--- config.mk ---
export PLATFORM = sky130hd
export DESIGN_NAME = viterbi_traceback_flat
export DESIGN_NICKNAME = d
export VERILOG_FILES = /design/src/rtl/viterbi_pkg.sv /design/src/rtl/viterbi_traceback_if.sv /design/src/rtl/viterbi_bp_mem.sv /design/src/rtl/viterbi_traceback.sv /design/src/flat_wrapper.sv
export SDC_FILE = /design/constraint.sdc
export NUM_CORES = 2
export LEC_CHECK = 0
export ABC_AREA = 1
export CAP_MARGIN = 20
export CORE_UTILIZATION = 55
export CTS_BUF_LIST = sky130_fd_sc_hd__clkbuf_4 sky130_fd_sc_hd__clkbuf_8
export CTS_CLUSTER_DIAMETER = 100
export DETAILED_ROUTE_END_ITERATION = 16
export PLACE_DENSITY_LB_ADDON = 0.05
export SETUP_SLACK_MARGIN = 0.3
export SLEW_MARGIN = 20
export SYNTH_ARGS = -nofsm -noshare
export SYNTH_HDL_FRONTEND = slang
export SYNTH_HIERARCHICAL = 1
export SYNTH_SLANG_ARGS = --single-unit
--- constraint.sdc ---
create_clock -name clk -period 5.52 [get_ports clk]
set_input_delay 1.656 -clock clk [delete_from_list [all_inputs] [get_ports clk]]
set_output_delay 1.656 -clock clk [all_outputs]
set_load 0.02 [all_outputs]
--- src/rtl/viterbi_pkg.sv ---
// Shared sizing and FSM encoding for the Viterbi traceback slice.
// VITERBI_TB_FWD_ORDER_EN adds the FILL state used for forward-order emission.
package viterbi_pkg;

  localparam int N_STATES = 8;
  localparam int SW       = 3;
  localparam int T_MAX    = 64;
  localparam int TW       = 6;

`ifdef VITERBI_TB_FWD_ORDER_EN
  typedef enum logic [1:0] {IDLE, COLLECT, TRACE, FILL} state_e;
`else
  typedef enum logic [1:0] {IDLE, COLLECT, TRACE} state_e;
`endif

endpackage

--- src/rtl/viterbi_traceback_if.sv ---
// Decoded-path valid/ready stream from the traceback to the path consumer.
interface viterbi_traceback_if
  import viterbi_pkg::*;
();

  logic          path_valid;
  logic [SW-1:0] path_state;
  logic [TW-1:0] path_step;
  logic          path_last;
  logic          path_ready;

  modport master (
    output path_valid, path_state, path_step, path_last,
    input  path_ready
  );

  modport slave (
    input  path_valid, path_state, path_step, path_last,
    output path_ready
  );

endinterface

--- src/rtl/viterbi_bp_mem.sv ---
// Backpointer store: (T_MAX-1) rows x N_STATES entries, sync write, async read.
module viterbi_bp_mem
  import viterbi_pkg::*;
(
  input  logic          clk,
  input  logic          we,
  input  logic [TW-1:0] wr_row,
  input  logic [SW-1:0] wr_col,
  input  logic [SW-1:0] wr_data,
  input  logic [TW-1:0] rd_row,
  input  logic [SW-1:0] rd_col,
  output logic [SW-1:0] rd_data
);

  logic [SW-1:0] mem [T_MAX-1][N_STATES];

  always_ff @(posedge clk) begin
    if (we) mem[wr_row][wr_col] <= wr_data;
  end

  assign rd_data = mem[rd_row][rd_col];

endmodule

--- src/rtl/viterbi_traceback.sv ---
// Collects per-step backpointers and walks them back from the final best state.
// Define VITERBI_TB_FWD_ORDER_EN to emit the path in ascending step order via a LIFO.
module viterbi_traceback
  import viterbi_pkg::*;
(
  input  logic                clk,
  input  logic                rst_n,
  input  logic                seq_start,
  input  logic                bp_valid,
  input  logic [SW-1:0]       bp_state,
  input  logic [31:0]         bp_idx,
  input  logic                bp_step_done,
  input  logic                final_valid,
  input  logic [SW-1:0]       final_state,
  viterbi_traceback_if.master path,
  output logic                busy,
  output logic                err_overflow
);

  state_e        state, state_n;
  logic [TW-1:0] t_cnt, t_cnt_post, n, rd_row;
  logic [SW-1:0] s, rd_data;
  logic          in_collect, at_top, bp_state_ok, wr_en, hs;
  logic          unused_idx_hi;

  assign unused_idx_hi = ^bp_idx[31:SW];

  assign in_collect  = (state == COLLECT) && !seq_start;
  assign at_top      = (t_cnt == TW'(T_MAX - 1));
  assign bp_state_ok = ({1'b0, bp_state} < (SW + 1)'(N_STATES));
  assign wr_en       = in_collect && bp_valid && bp_state_ok && !at_top;
  // final_valid sees the row count after a same-cycle step close
  assign t_cnt_post  = (in_collect && bp_step_done && !at_top) ? t_cnt + 1'b1 : t_cnt;
  assign hs          = path.path_valid && path.path_ready;
  assign rd_row      = n - 1'b1;

  viterbi_bp_mem u_mem (
    .clk     (clk),
    .we      (wr_en),
    .wr_row  (t_cnt),
    .wr_col  (bp_state),
    .wr_data (bp_idx[SW-1:0]),
    .rd_row  (rd_row),
    .rd_col  (s),
    .rd_data (rd_data)
  );

`ifdef VITERBI_TB_FWD_ORDER_EN
  logic [SW-1:0] lifo [T_MAX];
  logic [TW:0]   ptr, ptr_m1;

  assign ptr_m1 = ptr - 1'b1;

  always_ff @(posedge clk) begin
    if (state == FILL) lifo[ptr[TW-1:0]] <= s;
  end

  assign path.path_state = path.path_valid ? lifo[ptr_m1[TW-1:0]] : '0;
  assign path.path_last  = path.path_valid && (ptr == (TW + 1)'(1));
`else
  assign path.path_state = path.path_valid ? s : '0;
  assign path.path_last  = path.path_valid && (n == '0);
`endif

  assign path.path_valid = (state == TRACE);
  assign path.path_step  = path.path_valid ? n : '0;
  assign busy            = (state != IDLE) && (state != COLLECT);

  always_ff @(posedge clk or negedge rst_n) begin
    if (!rst_n) state <= IDLE;
    else        state <= state_n;
  end

  always_comb begin
    state_n = state;
    if (seq_start) begin
      state_n = COLLECT;
    end else begin
      case (state)
`ifdef VITERBI_TB_FWD_ORDER_EN
        COLLECT: if (final_valid) state_n = FILL;
        FILL:    if (n == '0) state_n = TRACE;
`else
        COLLECT: if (final_valid) state_n = TRACE;
`endif
        TRACE:   if (hs && path.path_last) state_n = IDLE;
        default: ;
      endcase
    end
  end

  always_ff @(posedge clk or negedge rst_n) begin
    if (!rst_n) begin
      t_cnt        <= '0;
      err_overflow <= 1'b0;
      n            <= '0;
      s            <= '0;
`ifdef VITERBI_TB_FWD_ORDER_EN
      ptr          <= '0;
`endif
    end else if (seq_start) begin
      t_cnt        <= '0;
      err_overflow <= 1'b0;
    end else begin
      if (in_collect && bp_step_done) begin
        if (at_top) err_overflow <= 1'b1;
        else        t_cnt        <= t_cnt + 1'b1;
      end
      if (in_collect && final_valid) begin
        n <= t_cnt_post;
        s <= final_state;
`ifdef VITERBI_TB_FWD_ORDER_EN
        ptr <= '0;
`endif
      end
`ifdef VITERBI_TB_FWD_ORDER_EN
      // FILL walks back while pushing; emission then pops and counts n upward
      if (state == FILL) begin
        ptr <= ptr + 1'b1;
        if (n != '0) begin
          s <= rd_data;
          n <= n - 1'b1;
        end
      end
      if (state == TRACE && hs) begin
        ptr <= ptr - 1'b1;
        n   <= n + 1'b1;
      end
`else
      if (state == TRACE && hs && n != '0) begin
        s <= rd_data;
        n <= n - 1'b1;
      end
`endif
    end
  end

endmodule

--- src/flat_wrapper.sv ---
// flat-port wrapper written by rule: the top's interface ports become plain ports
module viterbi_traceback_flat import viterbi_pkg::*;
  (clk, rst_n, seq_start, bp_valid, bp_state, bp_idx, bp_step_done, final_valid, final_state, busy, err_overflow, path_path_valid, path_path_state, path_path_step, path_path_last, path_path_ready);
  viterbi_traceback_if path_i ();
  input  logic clk;
  input  logic rst_n;
  input  logic seq_start;
  input  logic bp_valid;
  input  logic [SW-1:0] bp_state;
  input  logic [31:0] bp_idx;
  input  logic bp_step_done;
  input  logic final_valid;
  input  logic [SW-1:0] final_state;
  output logic busy;
  output logic err_overflow;
  output wire logic [$bits(path_i.path_valid)-1:0] path_path_valid;
  output wire logic [$bits(path_i.path_state)-1:0] path_path_state;
  output wire logic [$bits(path_i.path_step)-1:0] path_path_step;
  output wire logic [$bits(path_i.path_last)-1:0] path_path_last;
  input wire logic [$bits(path_i.path_ready)-1:0] path_path_ready;
  assign path_path_valid = path_i.path_valid;
  assign path_path_state = path_i.path_state;
  assign path_path_step = path_i.path_step;
  assign path_path_last = path_i.path_last;
  assign path_i.path_ready = path_path_ready;
  viterbi_traceback u_core (.clk(clk), .rst_n(rst_n), .seq_start(seq_start), .bp_valid(bp_valid), .bp_state(bp_state), .bp_idx(bp_idx), .bp_step_done(bp_step_done), .final_valid(final_valid), .final_state(final_state), .path(path_i), .busy(busy), .err_overflow(err_overflow));
endmodule
[Word level (Yosys, flattened, before mapping)]
Memory sizes are Yosys's and may differ from the RTL's.
Cells that the tools add are included.
Storage, ports and cells
  bits in read-only memories: 0
  register bits after elaboration: 18
  bits in latches: 0
  bits of input ports: 45
  memories: 1
  output and inout bits: 13
  memory bits (writable): 1512
  word-level logic and storage cells: 71
Memory list
  u_core.u_mem.mem: words 63, bits a word 24, rd ports 1, clocked after memory_dff 0, wr ports 1, RTL line viterbi_bp_mem.sv:15  | logic [SW-1:0] mem [T_MAX-1][N_STATES];
Operators by class
  reductions and logical operators: 26
  bitwise operators: 3
  order comparisons: 3
  shift-type cells: 0
  add/subtract/negate cells: 2
  multiplexer cells: 24
  divide/modulo/power cells: 0
  equal/unequal tests: 7
  multipliers: 0
Operators by type and width (count)
  $mux 6: 7
  $mux 24: 1
  $mux 3: 6
  $logic_and 1x1->1: 13
  $bmux 3 s3: 1
  $demux 3 s3: 1
  $ge 4x4->1 const B: 2
  $not 3->4: 2
  $reduce_bool 2->1: 4
  $add 6x1->6 const B: 1
  $eq 6x6->1 const B: 1
  $logic_not 6->1: 1
  $mux 2: 3
  $ne 3x3->1 const B: 2
  $reduce_and 2->1: 3
  $reduce_bool 6->1: 1
  $sub 6x1->6 const B: 1
  $lt 4x1->1 const B: 1
  $mux 1: 4
  $pmux 2 s2: 1
  $reduce_and 3->1: 1
  $reduce_bool 3->1: 1
  $eq 2x1->1 const B: 1
  $eq 2x2->1 const B: 1
  other kinds (4): 5

[Logic depth before layout (Yosys ltp)]
  word-level depth: 7
  mapped depth: 20
  gate-level depth less buffers: 18

[Modules after synthesis]
The synthesis kept the hierarchy.
Modules (own cells, without submodules)
  viterbi_bp_mem: cells an instance 5549, instances 1, sequential area each 45403.5 um^2, area an instance 62957.9 um^2
  viterbi_traceback: cells an instance 179, instances 1, sequential area each 450.4 um^2, area an instance 1241.2 um^2

[Worst setup path after synthesis]
OpenSTA, ideal clock, no wires.
  kind: input to register
  start point: in seq_start
  end point: mem u_core/u_mem/mem[12][15] (netlist bit), enable pin
  required time: 5.199 ns
  path buffers: 2
  setup slack: 2.250 ns
  stages on the path: 9
  library setup time: 0.321 ns
  arrival time: 2.949 ns
  cell sequence: buf_2 > nor2_1 > nand2_1 > nor2_1 > inv_1 > nor2_1 > nand2_1 > clkbuf_1 > nor2_1
On the way
  cells in the longest elaborated chain, start to end: 6
Ends and longest elaborated chain
  start, declared: RTL line flat_wrapper.sv:7  | input logic seq_start;
  $logic_not 1->1: RTL line viterbi_traceback.sv:28  | assign in_collect = (state == COLLECT) && !seq_start;
  $logic_and 1x1->1: RTL line viterbi_traceback.sv:28
  $logic_and 1x1->1 (2 in series): RTL line viterbi_traceback.sv:31  | assign wr_en = in_collect && bp_valid && bp_state_ok && !at_top;
  net u_core.wr_en: RTL line viterbi_traceback.sv:23  | logic in_collect, at_top, bp_state_ok, wr_en, hs;
  $mux 1: RTL line viterbi_bp_mem.sv:18  | if (we) mem[wr_row][wr_col] <= wr_data;
  $mux 24 (implied by the code): RTL line viterbi_bp_mem.sv:18
  end, declared: RTL line viterbi_bp_mem.sv:15
The timed path passes the listed nets, and every way through them passes these cells.

[Final worst setup path]
  start point: reg u_core.n[0]
  end point: out path_path_last
On the way
  cells in the longest elaborated chain, start to end: 2
Ends and longest elaborated chain
  start, declared: RTL line viterbi_traceback.sv:21  | logic [TW-1:0] t_cnt, t_cnt_post, n, rd_row;
  start signal, assigned: RTL line viterbi_traceback.sv:110  | n <= t_cnt_post;
  start signal, assigned: RTL line viterbi_traceback.sv:132  | n <= n - 1'b1;
  $logic_not 6->1: RTL line viterbi_traceback.sv:62  | assign path.path_last = path.path_valid && (n == '0);
  $logic_and 1x1->1: RTL line viterbi_traceback.sv:62
  end, declared: RTL line flat_wrapper.sv:19  | output wire logic [$bits(path_i.path_last)-1:0] path_path_last;
No other way between the ends.

==> out/qor.tcl <==
set qor(chipWidth_um) 344
set qor(slew_headroom_pct) 23.0
set qor(n_fill_cell) 9432
set qor(global_route_total_usage_across_every_layer_pct) 28.9
set qor(clk_latency_ns) 0.91
set qor(detailedPlace.worstSlack_ns) 0.904
set qor(final_core_utilization_pct) 60.8
set qor(yosys_warnings) 6
set qor(final.period_utilization_pct) 81.3
set qor(report.final.slew_viol_count) 0
set qor(synth.lib_cells_used.distinct) 31
set qor(die_y_um) 344
set qor(timing.critical_path.to_type) {output pin}
set qor(drc) 0
set qor(cp_slowest_cell) {sky130_fd_sc_hd__clkdlybuf4s50_1}
set qor(globalplace.congestion) 0.845
set qor(drt_iter0_markers) 4174
set qor(fin_nets) 5747
set qor(ir_drop_mv) 0.247
set qor(clock_path_buffers) 3
set qor(design_area_final_um2) 69900
set qor(num_rows) 124
set qor(antenna_found_initial) 2
set qor(finalWorstSetupSlack_ns) 1.03
set qor(critical_r2r_launch) {u_core/n[0]}
set qor(ys_dominant_reg_cell) {sky130_fd_sc_hd__edfxtp_1}
set qor(worst-endpoint-arrival_ns) 2.83
set qor(overflow_left_after_global_routing) 0
set qor(cap_violations) 0
set qor(start_kind) {flop}
set qor(clock.fmax_mhz) 223
set qor(finalSetupViolCount) 0
set qor(stdcell_count) 7391
set qor(finalHoldViolations) 0
set qor(worst_hold_path_type) {flop to flop}
set qor(clock_sinks) 1530
set qor(run_status) {completed}
set qor(power.total_mw) 27.2
set qor(static-leakage-power_nw) 23.9
set qor(wire_per_inst_um) 22.9
set qor(cts.repair_timing.setup_buffer_count) 0
set qor(synth_nets) 5776
set qor(via_count) 42927
set qor(cp_slowest_stage_delay_ns) 0.61
set qor(synthesis.area_per_instance_um2) 11.2
set qor(path_max_fanout) 59
set qor(grt_first_pass_wirelength_um) 251000
set qor(worst_ep_required_time_ns) 3.86
set qor(finalClockSkew_ns) 0.0343
set qor(buffer_ports.inserted) 28
set qor(asyncSetResetFlopFracSynth_pct) 1.18
set qor(ioPinCount) 58
set qor(placed_cells_incl_taps) 6970
set qor(postSynthCellCount) 5728
set qor(timing_worst_slew_pin_value_ns) 1.15
set qor(grt_start_max_net_pins) 234
set qor(dpl_cell_area_um2) 65500
set qor(mappedNetlistArea_um2) 64200
set qor(cts-hold-fix-buffers) 0
set qor(dieArea_um2) 118000
set qor(wirelength_um) 169000
set qor(ys_ff_latch) 1530
set qor(seq_area_frac_synth_pct) 71.4
set qor(ctsRootBufferMaster) {sky130_fd_sc_hd__clkbuf_8}
set qor(vias_in_the_first_global_route) 41507
set qor(ctsResizeCount) 0
set qor(critPathLaunch) {u_core/n[0]}
set qor(core_um2) 115000
set qor(drt_pre_antenna_iters) 7
set qor(hpwlAfterDp_um) 97300
set qor(flow.area_growth_from_synthesis_pct) 8.92
set qor(htreeDepth) 4
set qor(clock_tree_from_tritoncts) {done}
set qor(start_util_pct) 55.8
set qor(rsz_0062_raised_after_global_routing) {no}
set qor(power_per_cell_area_nw_per_um2) 388
set qor(numCtsBuffers) 239
set qor(number_of_flops_mapped_to_enable_cells_by_yosys) 1512
set qor(layout-drive-gt1-share_pct) 8.13
set qor(finalCriticalPeriod_ns) 4.49
set qor(setup-tns-final_ns) 0
set qor(ant_nets) 0
set qor(launch_point_of_the_worst_hold_path) {u_core/n[1]}
set qor(fin_worst_hold_slack_ns) 0.512
set qor(routed_via_density) 5.81
set qor(clkTransAtPathRegs_ns) 0.06
set qor(timing.critical_path.cells) {inv_8, ha_1, nand3_4, nor2_1, clkdlybuf4s50_1}
set qor(timing.setup.critical_path_class) {flop to output pin}
-- cell families (layout without fill, tap and decap cells) --
group | count (synthesis) | after routing | share of synthesized area (%)
flip-flops | 1530 | 1530 | 71.4
buffers and inverters | 426 | 575 | 3.33
XOR/XNOR | 4 | 4 | 0.0546
adder cells (fa/ha/maj) | 3 | 3 | 0.0585
AO/OA/AOI/OAI | 20 | 20 | 0.164
other | 0 | 2 | 0
AND/OR/NAND/NOR | 3745 | 3745 | 25.0
-- synthesized netlist by cell type (3+ instances only) --
cell type / number / area, µm²
sky130_fd_sc_hd__inv_2: 4 / 15.0
sky130_fd_sc_hd__ha_1: 3 / 37.5
sky130_fd_sc_hd__buf_4: 48 / 360
sky130_fd_sc_hd__nand3_1: 1499 / 7500
sky130_fd_sc_hd__o21ai_1: 3 / 15.0
sky130_fd_sc_hd__o21ai_0: 3 / 15.0
sky130_fd_sc_hd__buf_6: 13 / 146
sky130_fd_sc_hd__inv_1: 38 / 143
sky130_fd_sc_hd__dfrtp_1: 18 / 450
sky130_fd_sc_hd__a21oi_1: 12 / 60.1
sky130_fd_sc_hd__nor2_2: 4 / 25.0
sky130_fd_sc_hd__buf_2: 194 / 971
sky130_fd_sc_hd__nor2_1: 575 / 2160
sky130_fd_sc_hd__nand2_1: 1640 / 6160
sky130_fd_sc_hd__nor3_1: 16 / 80.1
sky130_fd_sc_hd__clkbuf_1: 97 / 364
sky130_fd_sc_hd__edfxtp_1: 1512 / 45400
sky130_fd_sc_hd__buf_1: 28 / 105
sky130_fd_sc_hd__nand2_4: 3 / 33.8
-- final cells by class --
class | instances | area [µm²] | area share, %
Timing Repair Buffer | 112 | 1230 | 1.75
Tap cell | 1512 | 1890 | 2.71
Sequential cell | 1530 | 45900 | 65.6
Clock inverter | 105 | 558 | 0.798
Antenna cell | 2 | 5.00 | 0.00716
Clock buffer | 314 | 3870 | 5.54
Multi-Input combinational cell | 3772 | 16300 | 23.3
Inverter | 44 | 216 | 0.310
-- flip-flops by register name (all words and copies together) (netlist names) --
name                 count
u_core/t_cnt             6
u_core/state             2
u_core/s                 3
u_core/u_mem/mem      1512
u_core/err_overflow      1
u_core/n                 6
-- layer usage --
layer / up-vias / global-route usage, % / share of wire (%)
met1: 20961 / 38.6 / 41
met5: - / 0 / 0
li1: 20089 / - / -
met3: 300 / 4.59 / 6.7
met4: 0 / 12.1 / 3.8
met2: 1577 / 47.3 / 48
-- final timing paths --
path,end,slack (ns),cells after the start
max,path_path_last,1.03,5
min,u_core/n[1],0.51,2
max reg2reg,u_core/s[1],1.24,18
min reg2reg,u_core/n[1],0.51,2
max in group asynchronous,u_core/n[2],3.75,1
min in group asynchronous,u_core/state[1],1.23,1
-- cell usage in the layout (no fill, tap or decap), drive strengths merged --
cell type      count
buf               87
o21ai              6
o21bai             1
nor2             581
xor2               2
clkdlybuf4s50     25
a21oi             12
nand4              2
bufinv             3
edfxtp          1512
nand3           1501
ha                 3
clkbuf           314
clkinv            92
xnor2              2
dfrtp             18
clkinvlp           6
diode              2
o211ai             1
nand2           1645
nor3              16
inv               48
-- where the power goes --
group / internal (mW) / switching, mW / total, mW
combinational: 1.42 / 4.03 / 5.45
clock: 4.66 / 4.25 / 8.91
sequential: 12.8 / 0.0289 / 12.8
-- critical path: cells and delay by family (launching register included) --
family,cells,cell delay (ns)
adders and majority gates,1,0.30
buffers and inverters,2,0.94
DFF,1,0.44
and+or+nand+nor,2,0.23
(Power assumes the default switching activity.)
